<file path="src/rtl/ram_read_streamer.sv">
// Streams a burst of consecutive RAM words (1-cycle read latency) into a
// valid/ready output through a 2-entry skid FIFO, one word per cycle when unstalled.
module ram_read_streamer #(
  parameter int DATA_WIDTH = 1,
  parameter int ADDR_WIDTH = 10
) (
  input  logic                  clk,
  input  logic                  rst,
  input  logic                  start,
  input  logic [ADDR_WIDTH-1:0] base_addr,
  input  logic [ADDR_WIDTH:0]   len,
  output logic [ADDR_WIDTH-1:0] ram_addr,
  input  logic [DATA_WIDTH-1:0] ram_q,
  output logic [DATA_WIDTH-1:0] out_data,
  output logic                  out_valid,
  input  logic                  out_ready,
  output logic                  busy,
  output logic                  done
);

  // Output handshake: a word transfers on a rising edge where out_valid and
  // out_ready are both 1; out_data/out_valid never change while stalled.

  typedef enum logic [1:0] {
    IDLE  = 2'd0,
    RUN   = 2'd1,
    DRAIN = 2'd2
  } state_t;

  localparam logic [ADDR_WIDTH-1:0] PTR_ONE = 1;
  localparam logic [ADDR_WIDTH:0]   CNT_ONE = 1;

  state_t                state;
  state_t                state_nxt;
  logic [ADDR_WIDTH-1:0] rd_ptr;
  logic [ADDR_WIDTH:0]   issue_cnt;
  logic                  inflight;
  logic [1:0]            fifo_count;
  logic [DATA_WIDTH-1:0] fifo_q0;
  logic [DATA_WIDTH-1:0] fifo_q1;
  logic                  done_q;

  logic pop;
  logic push;
  logic issue;
  logic accept;
  logic zero_start;
  logic finish;

  // State register
  always_ff @(posedge clk or posedge rst) begin
    if (rst) state <= IDLE;
    else     state <= state_nxt;
  end

  // Next-state logic
  always_comb begin
    state_nxt = state;
    case (state)
      IDLE:    if (accept) state_nxt = RUN;
      RUN:     if (issue && issue_cnt == CNT_ONE) state_nxt = DRAIN;
      DRAIN:   if (finish) state_nxt = IDLE;
      default: state_nxt = IDLE;
    endcase
  end

  // Control outputs; issue only while FIFO occupancy after this edge stays below 2
  always_comb begin
    pop        = out_valid & out_ready;
    push       = inflight;
    accept     = (state == IDLE) && start && (len != '0);
    zero_start = (state == IDLE) && start && (len == '0);
    issue      = (state == RUN) && (issue_cnt != '0) &&
                 (({1'b0, fifo_count} + {2'b00, inflight}) < (3'd2 + {2'b00, pop}));
    finish     = (state == DRAIN) && !inflight && (fifo_count == 2'd1) && pop;
  end

  always_ff @(posedge clk or posedge rst) begin
    if (rst) begin
      rd_ptr    <= '0;
      issue_cnt <= '0;
      inflight  <= 1'b0;
      done_q    <= 1'b0;
    end else begin
      inflight <= issue;
      done_q   <= zero_start | finish;
      if (accept) begin
        rd_ptr    <= base_addr;
        issue_cnt <= len;
      end else if (issue) begin
        rd_ptr    <= rd_ptr + PTR_ONE;
        issue_cnt <= issue_cnt - CNT_ONE;
      end
    end
  end

  // Two-entry FIFO with fifo_q0 always the head
  always_ff @(posedge clk or posedge rst) begin
    if (rst) begin
      fifo_count <= '0;
      fifo_q0    <= '0;
      fifo_q1    <= '0;
    end else begin
      case ({push, pop})
        2'b10: begin
          if (fifo_count == 2'd0) fifo_q0 <= ram_q;
          else                    fifo_q1 <= ram_q;
          fifo_count <= fifo_count + 2'd1;
        end
        2'b01: begin
          fifo_q0    <= fifo_q1;
          fifo_count <= fifo_count - 2'd1;
        end
        2'b11: begin
          if (fifo_count == 2'd1) fifo_q0 <= ram_q;
          else begin
            fifo_q0 <= fifo_q1;
            fifo_q1 <= ram_q;
          end
        end
        default: ;
      endcase
    end
  end

  assign ram_addr  = rd_ptr;
  assign out_data  = fifo_q0;
  assign out_valid = (fifo_count != 2'd0);
  assign busy      = (state != IDLE);
  assign done      = done_q;

endmodule
</file>
<file path="config.mk">
export PLATFORM = sky130hd
export DESIGN_NAME = ram_read_streamer
export DESIGN_NICKNAME = d
export VERILOG_FILES = /design/src/rtl/ram_read_streamer.sv
export SDC_FILE = /design/constraint.sdc
export NUM_CORES = 1
export LEC_CHECK = 0
export CORE_UTILIZATION = 55
export DETAILED_ROUTE_END_ITERATION = 16
export DONT_BUFFER_PORTS = 1
export PLACE_DENSITY = 0.7
export SLEW_MARGIN = 20
export SYNTH_ARGS = -nofsm -noshare
export SYNTH_HDL_FRONTEND = slang
export SYNTH_SLANG_ARGS = --single-unit
</file>
<file path="constraint.sdc">
create_clock -name clk -period 2.95 [get_ports clk]
set_clock_uncertainty 0.2 [all_clocks]
set_input_delay 0.885 -clock clk [delete_from_list [all_inputs] [get_ports clk]]
set_output_delay 0.885 -clock clk [all_outputs]
set_load 0.05 [all_outputs]
</file>
**Word level (Yosys, flattened, before mapping)**

Index checks and enable logic that the tools add are counted.

- Order comparisons: 1
- Reductions and logical operators: 24
- Add/sub/neg operators: 6
- Bitwise logic cells: 2
- Multiplexer cells: 15
- Equal/unequal tests: 13

Operators with widths:

| cell | count |
|---|---|
| $mux 11 | 2 |
| $reduce_bool 11->1 | 2 |
| $mux 10 | 2 |
| $ne 2x2->1 const B | 6 |
| $eq 11x1->1 const B | 1 |
| $logic_not 11->1 | 1 |
| $sub 11x1->11 const B | 1 |
| $add 10x1->10 const B | 1 |
| $reduce_bool 2->1 | 5 |
| $logic_and 1x1->1 | 9 |
| $eq 2x1->1 const B | 3 |
| $eq 2x2->1 const B | 3 |
| $mux 2 | 3 |
| $pmux 2 s3 | 1 |
| $reduce_and 3->1 | 2 |
| $logic_not 2->1 | 2 |
| $mux 1 | 4 |
| $pmux 2 s2 | 1 |
| $add 2x1->3 | 1 |
| $add 2x1->3 const A | 1 |
| $lt 3x3->1 | 1 |
| $pmux 1 s3 | 1 |
| $reduce_bool 3->1 | 1 |
| $add 2x1->2 const B | 1 |
| 6 further kinds | 6 |

- Register bits: 29
- Input port bits: 26
- Output and inout port bits: 14
- Word-level logic and storage cells: 69

**Longest topological paths before layout**

Gate-level depths: netlist of run 1.

- Depth in word-level cells: 8
- Depth in mapped cells: 10
- Depth with buffers taken out: 10

**Worst setup path before layout of run 1**

OpenSTA, ideal clock, no wires.

- Path kind: input to register
- Start: in out_ready
- End: reg issue_cnt[7]
- Required time: 2.624 ns
- Buffers on the path: 0
- Data arrival time: 2.332 ns
- Stages: 5
- Setup time: 0.126 ns
- Path slack: 0.292 ns
- Path through: or3b_4 > a211oi_4 > nand2_4 > o311a_1 > a221o_1

- Cells in the longest elaborated chain, start to end: 5

Ends and longest elaborated chain:

| what | RTL line | RTL |
|---|---|---|
| start, declared | 16 | `input logic out_ready,` |
| $and 1x1->1 | 69 | `pop = out_valid & out_ready;` |
| $add 2x1->3 | 74 | `(({1'b0, fifo_count} + {2'b00, inflight}) < (3'd2 + {2'b00, pop}));` |
| $lt 3x3->1 | 74 |  |
| $logic_and 1x1->1 | 73 | `issue = (state == RUN) && (issue_cnt != '0) &&` |
| $reduce_bool 2->1 (no line) | - |  |
| end signal, assigned | 89 | `issue_cnt <= len;` |
| end signal, assigned | 92 | `issue_cnt <= issue_cnt - CNT_ONE;` |
| end, declared | 36 | `logic [ADDR_WIDTH:0] issue_cnt;` |

Every way passes these cells.
A chain may end at the register's enable or synchronous reset.

**Worst setup path in the final report of run 1**

- Start: reg fifo_count[0]
- End: reg issue_cnt[7]

- Cells in the longest elaborated chain, start to end: 6
- Elaborated cells between the ends (all ways): 7
- Those cells by class: add/sub: 2; order compare: 1; bitwise: 1; reduce/logical: 3

Ends and longest elaborated chain:

| what | RTL line | RTL |
|---|---|---|
| start, declared | 38 | `logic [1:0] fifo_count;` |
| start signal, assigned | 108 | `fifo_count <= fifo_count + 2'd1;` |
| start signal, assigned | 112 | `fifo_count <= fifo_count - 2'd1;` |
| $reduce_bool 2->1 | 128 | `assign out_valid = (fifo_count != 2'd0);` |
| $and 1x1->1 | 69 |  |
| $add 2x1->3 | 74 |  |
| $lt 3x3->1 * | 74 |  |
| $logic_and 1x1->1 * | 73 |  |
| $reduce_bool 2->1 (no line) * | - |  |

Mark *: on every way between the ends. The rest lies on a longest branch, timed or not.

==> results.toml, run 1 <==
[route]
wl_met3_microns = 275
wl_met1_microns = 1870
drcViolationCount = 0
antenna_violating_nets_post_route = 0
wirelength_microns = 4190
via_per_inst = 6.23
wl_per_cell_microns = 17.1
top_layer = "met4"
routed-wl-met2_microns = 1980
first_pass_iters = 4
drt_iter0_drc = 143
vias = 1527

[worst_setup_path]
worst_path_largest_cell_delay_ns = 0.44
worstSetupStartpointType = "flop"
crit_path_max_fanout = 11
cp.required_ns = 2.97
cp_slowest_cell = "dfrtp_1"
crit_path_cell_trace = "inv_1, ha_1, or3b_4, a211oi_4, nand2_4, o311a_1, a221o_1"
ff2ff_path_depth = 7
crit_type = "flop to flop"
crit_arrival_ns = 2.73
cp-end-kind = "flop"

[power]
p_leak_uw = 0.000867
ir_worst_vdd_uv = 670
p_total_uw = 2640
power-per-cell-area_nw_per_um2 = 1340

[clocking]
cts_resized = 0
clockBufferDepth = 2
insertion_delay_ns = 0.33
cts_sinks = 29
post-cts-setup-buffers = 0
tritoncts = "built"
cts_inserted_buffers = 5
root_buffer = "clkbuf_4"
clkSlewWorstSetupHoldPaths_ns = 0.09
htreeDepth = 2
ctsHoldBuffers = 0

[yosys]
synth_top_cell_area_share_pct = 40.2
syn-cell-area_sq_um = 1810
synth_common_cells = "dfrtp_1, nand2_1, nor2_1"
syn_nets = 228
synth_area_leader_cell = "dfrtp_1"
synthTopCellsByArea = "dfrtp_1, ha_1, a221o_1"
ys_ff_latch = 29
syn_area_per_cell_sq_um = 9.45
synth.most_common_cell = "dfrtp_1"
synthFlopType = "dfrtp_1"
yosysUniqueCellTypes = 48
synth_seq_area_share_pct = 40.2
netlist_instances = 191
synth_edf_count = 0
async_reset_ff_share_pct = 100
ys.warnings.count = 0

[floorplan]
io_pins = 40
die_area_sq_um = 3520
die_w_microns = 59.3
fp-row-count = 20
die_h_microns = 59.3
fp.coreArea_sq_um = 3080
initial_utilization_pct = 58.7

[timing]
min_period_ns = 2.71
final_max_slew_viol_count = 0
hold_violations = 0
setup_slack_ns = 0.243
period_share_pct = 91.8
tightestPinTransition_ns = 0.641
max_slew_margin_pct = 57.3
final-setup-viol-count = 0
fmax_ghz = 0.369
rsz0062_at_grt = "no"
fin_setup_tns_ns = 0

[grt]
grt_max_degree = 30
grt_first_pass_wirelength_microns = 6820
antenna_found_initial = 0
grt_overflow = 0
first_global_vias = 1448
grt_use_total_pct = 26.7

[run]
maxCapViolCount = 0

[placed_design]
placed_area_sq_um = 1880
dpl_worst_slack_ns = 0.172
gp_congestion = 0.880
portBuffers = 0
post-dp-hpwl_microns = 3200

[layout]
multiInputGateArea_sq_um = 998
fin_area_sq_um = 1970
drive_above_1_share_pct = 13.9
fillers = 279
antenna_cells = 0
seqCellArea_sq_um = 726
final_nets = 237
synthToLayoutAreaGrowth_pct = 9.08

[min_path]
holdPathStages = 1
hold_class = "flop to flop"

[outcome]
status = "completed"
## cell usage in the layout (no fill, tap or decap), types with 2 or more instances in the layout
cell,netlist,routed
a211oi_1,2,2
a21oi_1,7,7
and3_1,2,2
nor3_1,8,8
dfrtp_1,29,29
o22ai_1,2,2
a221o_1,8,8
nor4_2,2,2
inv_1,13,13
o21ai_0,6,6
or2_2,3,3
a21o_1,3,3
nor4_1,2,2
nor2_1,15,15
nand2b_1,2,2
o21bai_1,3,3
nand4_1,6,6
buf_4,0,7
o311ai_0,2,2
xor2_1,3,3
clkbuf_4,0,5
nand3_1,9,9
o211ai_1,3,3
xnor2_1,3,3
nand2_1,17,17
and2_1,2,2
nor3b_1,3,3
ha_1,11,11
a31oi_1,2,2
## path summary, 6_finish.rpt
kind,from,end,slack [ns]
max in group asynchronous,rst,issue_cnt[10]$_DFFE_PP0P_,1.97
min in group asynchronous,rst,issue_cnt[6]$_DFFE_PP0P_,0.31
worst max-delay path,fifo_count[0]$_DFFE_PP0P_,issue_cnt[7]$_DFFE_PP0P_,0.24
worst min register to register,state[0]$_DFFE_PP0P_,done$_DFF_PP0_,0.29
worst min-delay path,state[0]$_DFFE_PP0P_,done$_DFF_PP0_,0.29
worst max register to register,fifo_count[0]$_DFFE_PP0P_,issue_cnt[7]$_DFFE_PP0P_,0.24
## routing by layer
| layer | global-route usage, % | vias to the layer above |
|---|---|---|
| li1 | - | 729 |
| met1 | 34.1 | 742 |
| met2 | 42.5 | 50 |
| met3 | 8.30 | 6 |
| met4 | 9.86 | 0 |
| met5 | 0 | - |
## kinds of logic (layout without fill, tap and decap cells)
family          Yosys count  count (layout)  synth area share, %
simple gates             76              76                 22.8
compound gates           49              49                 21.3
flops                    29              29                 40.2
buf+inv                  19              29                 4.50
fa+ha+maj                11              11                 7.62
xor+xnor                  6               6                 2.91
mux                       1               1                0.624
## final cells by class
cell class | instances | share of cell area, %
Tap cell | 44 | 2.80
Inverter | 14 | 2.67
Clock buffer | 7 | 2.80
Multi-Input combinational cell | 143 | 50.7
Timing Repair Buffer | 7 | 2.67
Clock inverter | 1 | 1.52
Sequential cell | 29 | 36.8
## power by group
part           internal [uW]  switching, uW
registers                562            417
logic                    554            762
clock network            202            142
total                   1320           1320
## metrics by stage
stage                     cells  util (%)  hold slack (ns)
after global routing        245      64.0            0.329
after CTS                   245      64.0            0.296
after floorplan             191         -            0.253
after detailed placement    237      61.2            0.283
final                       245      64.0            0.294
after global placement      237      61.2            0.272
## critical path: cells and delay by family, from the launching register on
| family | cells | cell delay (ns) |
|---|---|---|
| flip-flops | 1 | 0.44 |
| AO/OA/AOI/OAI | 3 | 1.03 |
| buffers and inverters | 1 | 0.07 |
| adder cells (fa/ha/maj) | 1 | 0.27 |
| AND/OR/NAND/NOR | 2 | 0.60 |
## registers in the layout, indices dropped and copies added, names as in the netlist
signal and count:
fifo_q1 1, ram_addr 10, fifo_count 2, state 2, issue_cnt 11, done 1
out_data 1, inflight 1
No activity file was read; power rests on OpenSTA's default activity.
==> run 2, diff against run 1 <==
--- a/config.mk
+++ b/config.mk
@@ -5,10 +5,10 @@
 export SDC_FILE = /design/constraint.sdc
 export NUM_CORES = 1
 export LEC_CHECK = 0
-export CORE_UTILIZATION = 55
+export BUFFER_PORTS_ARGS = -buffer_cell sky130_fd_sc_hd__buf_2
+export CORE_UTILIZATION = 54
 export DETAILED_ROUTE_END_ITERATION = 16
-export DONT_BUFFER_PORTS = 1
-export PLACE_DENSITY = 0.7
+export PLACE_DENSITY = 0.8
 export SLEW_MARGIN = 20
 export SYNTH_ARGS = -nofsm -noshare
 export SYNTH_HDL_FRONTEND = slang
==> results.toml, run 2 (synthesized netlist as in run 1, its figures left out) <==
[route]
top_layer = "met4"
wirelength_microns = 4060
antenna_violating_nets_post_route = 0
wl_met1_microns = 2010
wl_per_cell_microns = 14.4
drcViolationCount = 0
first_pass_iters = 4
wl_met3_microns = 224
via_per_inst = 5.78
vias = 1629
drt_iter0_drc = 94
routed-wl-met2_microns = 1750

[timing]
final_max_slew_viol_count = 0
tightestPinTransition_ns = 0.484
min_period_ns = 2.55
final-setup-viol-count = 0
hold_violations = 0
max_slew_margin_pct = 67.7
fmax_ghz = 0.392
period_share_pct = 86.4
rsz0062_at_grt = "no"
fin_setup_tns_ns = 0
hold_ws_ns = 0.287

[layout]
synthToLayoutAreaGrowth_pct = 17.5
largest_reg_flops = 11
drive_above_1_share_pct = 27.7
final_nets = 276
fillers = 296
seqCellArea_sq_um = 726
regMostFlops = "issue_cnt"
mostFrequentLayoutCells = "buf_2, dfrtp_1, nand2_1"
multiInputGateArea_sq_um = 998
antenna_cells = 0
final_common_cell = "buf_2"

[floorplan]
initial_utilization_pct = 58.2
die_w_microns = 59.8
fp.coreArea_sq_um = 3100
die_h_microns = 59.8
fp-row-count = 20
io_pins = 40
die_area_sq_um = 3580

[clocking]
post-cts-setup-buffers = 0
cts_inserted_buffers = 5
insertion_delay_ns = 0.33
clkSlewWorstSetupHoldPaths_ns = 0.09
htreeDepth = 2
ctsHoldBuffers = 0
cts_sinks = 29
root_buffer = "clkbuf_4"
cts_resized = 0
tritoncts = "built"
clockBufferDepth = 2

[power]
p_leak_uw = 0.00101
ir_worst_vdd_uv = 663
power-per-cell-area_nw_per_um2 = 1210

[worst_setup_path]
crit_type = "flop to flop"
crit_arrival_ns = 2.56
cp-end-kind = "flop"
worstSetupStartpointType = "flop"
crit_path_max_fanout = 11
cp.required_ns = 2.96

[grt]
grt_overflow = 0
grt_max_degree = 30
grt_first_pass_wirelength_microns = 6780
antenna_found_initial = 0
first_global_vias = 1479
grt_use_total_pct = 26.1

[outcome]
status = "completed"

[placed_design]
gp_congestion = 0.823
portBuffers = 39
post-dp-hpwl_microns = 3120

[run]
maxCapViolCount = 0

[min_path]
hold_class = "flop to flop"
[run 2: cell types whose count changed in the layout (fill, tap and decap cells not counted)]
| cell | previous run | this run |
|---|---|---|
| bufinv_16 | 1 | 0 |
| clkbuf_8 | 1 | 0 |
| clkbuf_1 | 1 | 0 |
| clkinv_2 | 0 | 1 |
| buf_2 | 0 | 39 |
[run 2: metrics by stage]
stage	total power [uW]	setup slack [ns]	cells	cell area (sq um)	util (%)
4_1_cts	2570	0.397	282	2120	68.4
5_1_grt	2770	0.245	282	2120	68.4
6_report	2560	0.402	282	2120	68.4
3_5_place_dp	2360	0.164	276	2080	67.0
2_1_floorplan	2010	0.292	191	1810	-
3_3_place_gp	2320	0.205	276	2080	67.0
[run 2: final timing paths]
path / startpoint / end / slack [ns] / depth (start not counted)
setup reg to reg: fifo_count[0]$_DFFE_PP0P_ / ram_addr[9]$_DFFE_PP0P_ / 0.40 / 7
max in group asynchronous: rst / ram_addr[7]$_DFFE_PP0P_ / 1.87 / 3
hold / removal: out_data$_DFFE_PP0P_ / out_data$_DFFE_PP0P_ / 0.29 / 2
setup / recovery: fifo_count[0]$_DFFE_PP0P_ / ram_addr[9]$_DFFE_PP0P_ / 0.40 / 7
hold reg to reg: out_data$_DFFE_PP0P_ / out_data$_DFFE_PP0P_ / 0.29 / 2
min in group asynchronous: rst / out_data$_DFFE_PP0P_ / 0.40 / 3
[run 2: power by group]
| part | total (uW) | switching (uW) | internal, uW |
|---|---|---|---|
| registers | 751 | 183 | 568 |
| logic | 1590 | 983 | 612 |
| clock network | 216 | 134 | 82.4 |
[run 2: cell type report]
| cell class | instances | share of cell area, % |
|---|---|---|
| clock inverters | 1 | 0.236 |
| repair buffers | 46 | 11.7 |
| clock buffers | 5 | 1.77 |
| flip-flops and latches | 29 | 34.2 |
| well taps | 44 | 2.59 |
| multi-input cells | 143 | 47.1 |
| inverters | 14 | 2.48 |
[run 2: worst max-delay path, stage by stage, from the launching register on]
cell	delay, ns
dfrtp_1	0.41
inv_1	0.06
ha_1	0.25
or3b_4	0.42
a211oi_4	0.38
a21oi_2	0.22
a21o_1	0.20
a221o_1	0.29
[run 2: metal layers]
layer	up-vias	track usage, %
li1	801	-
met1	761	37.6
met2	57	38.6
met3	10	4.55
met4	0	11.0
met5	-	0
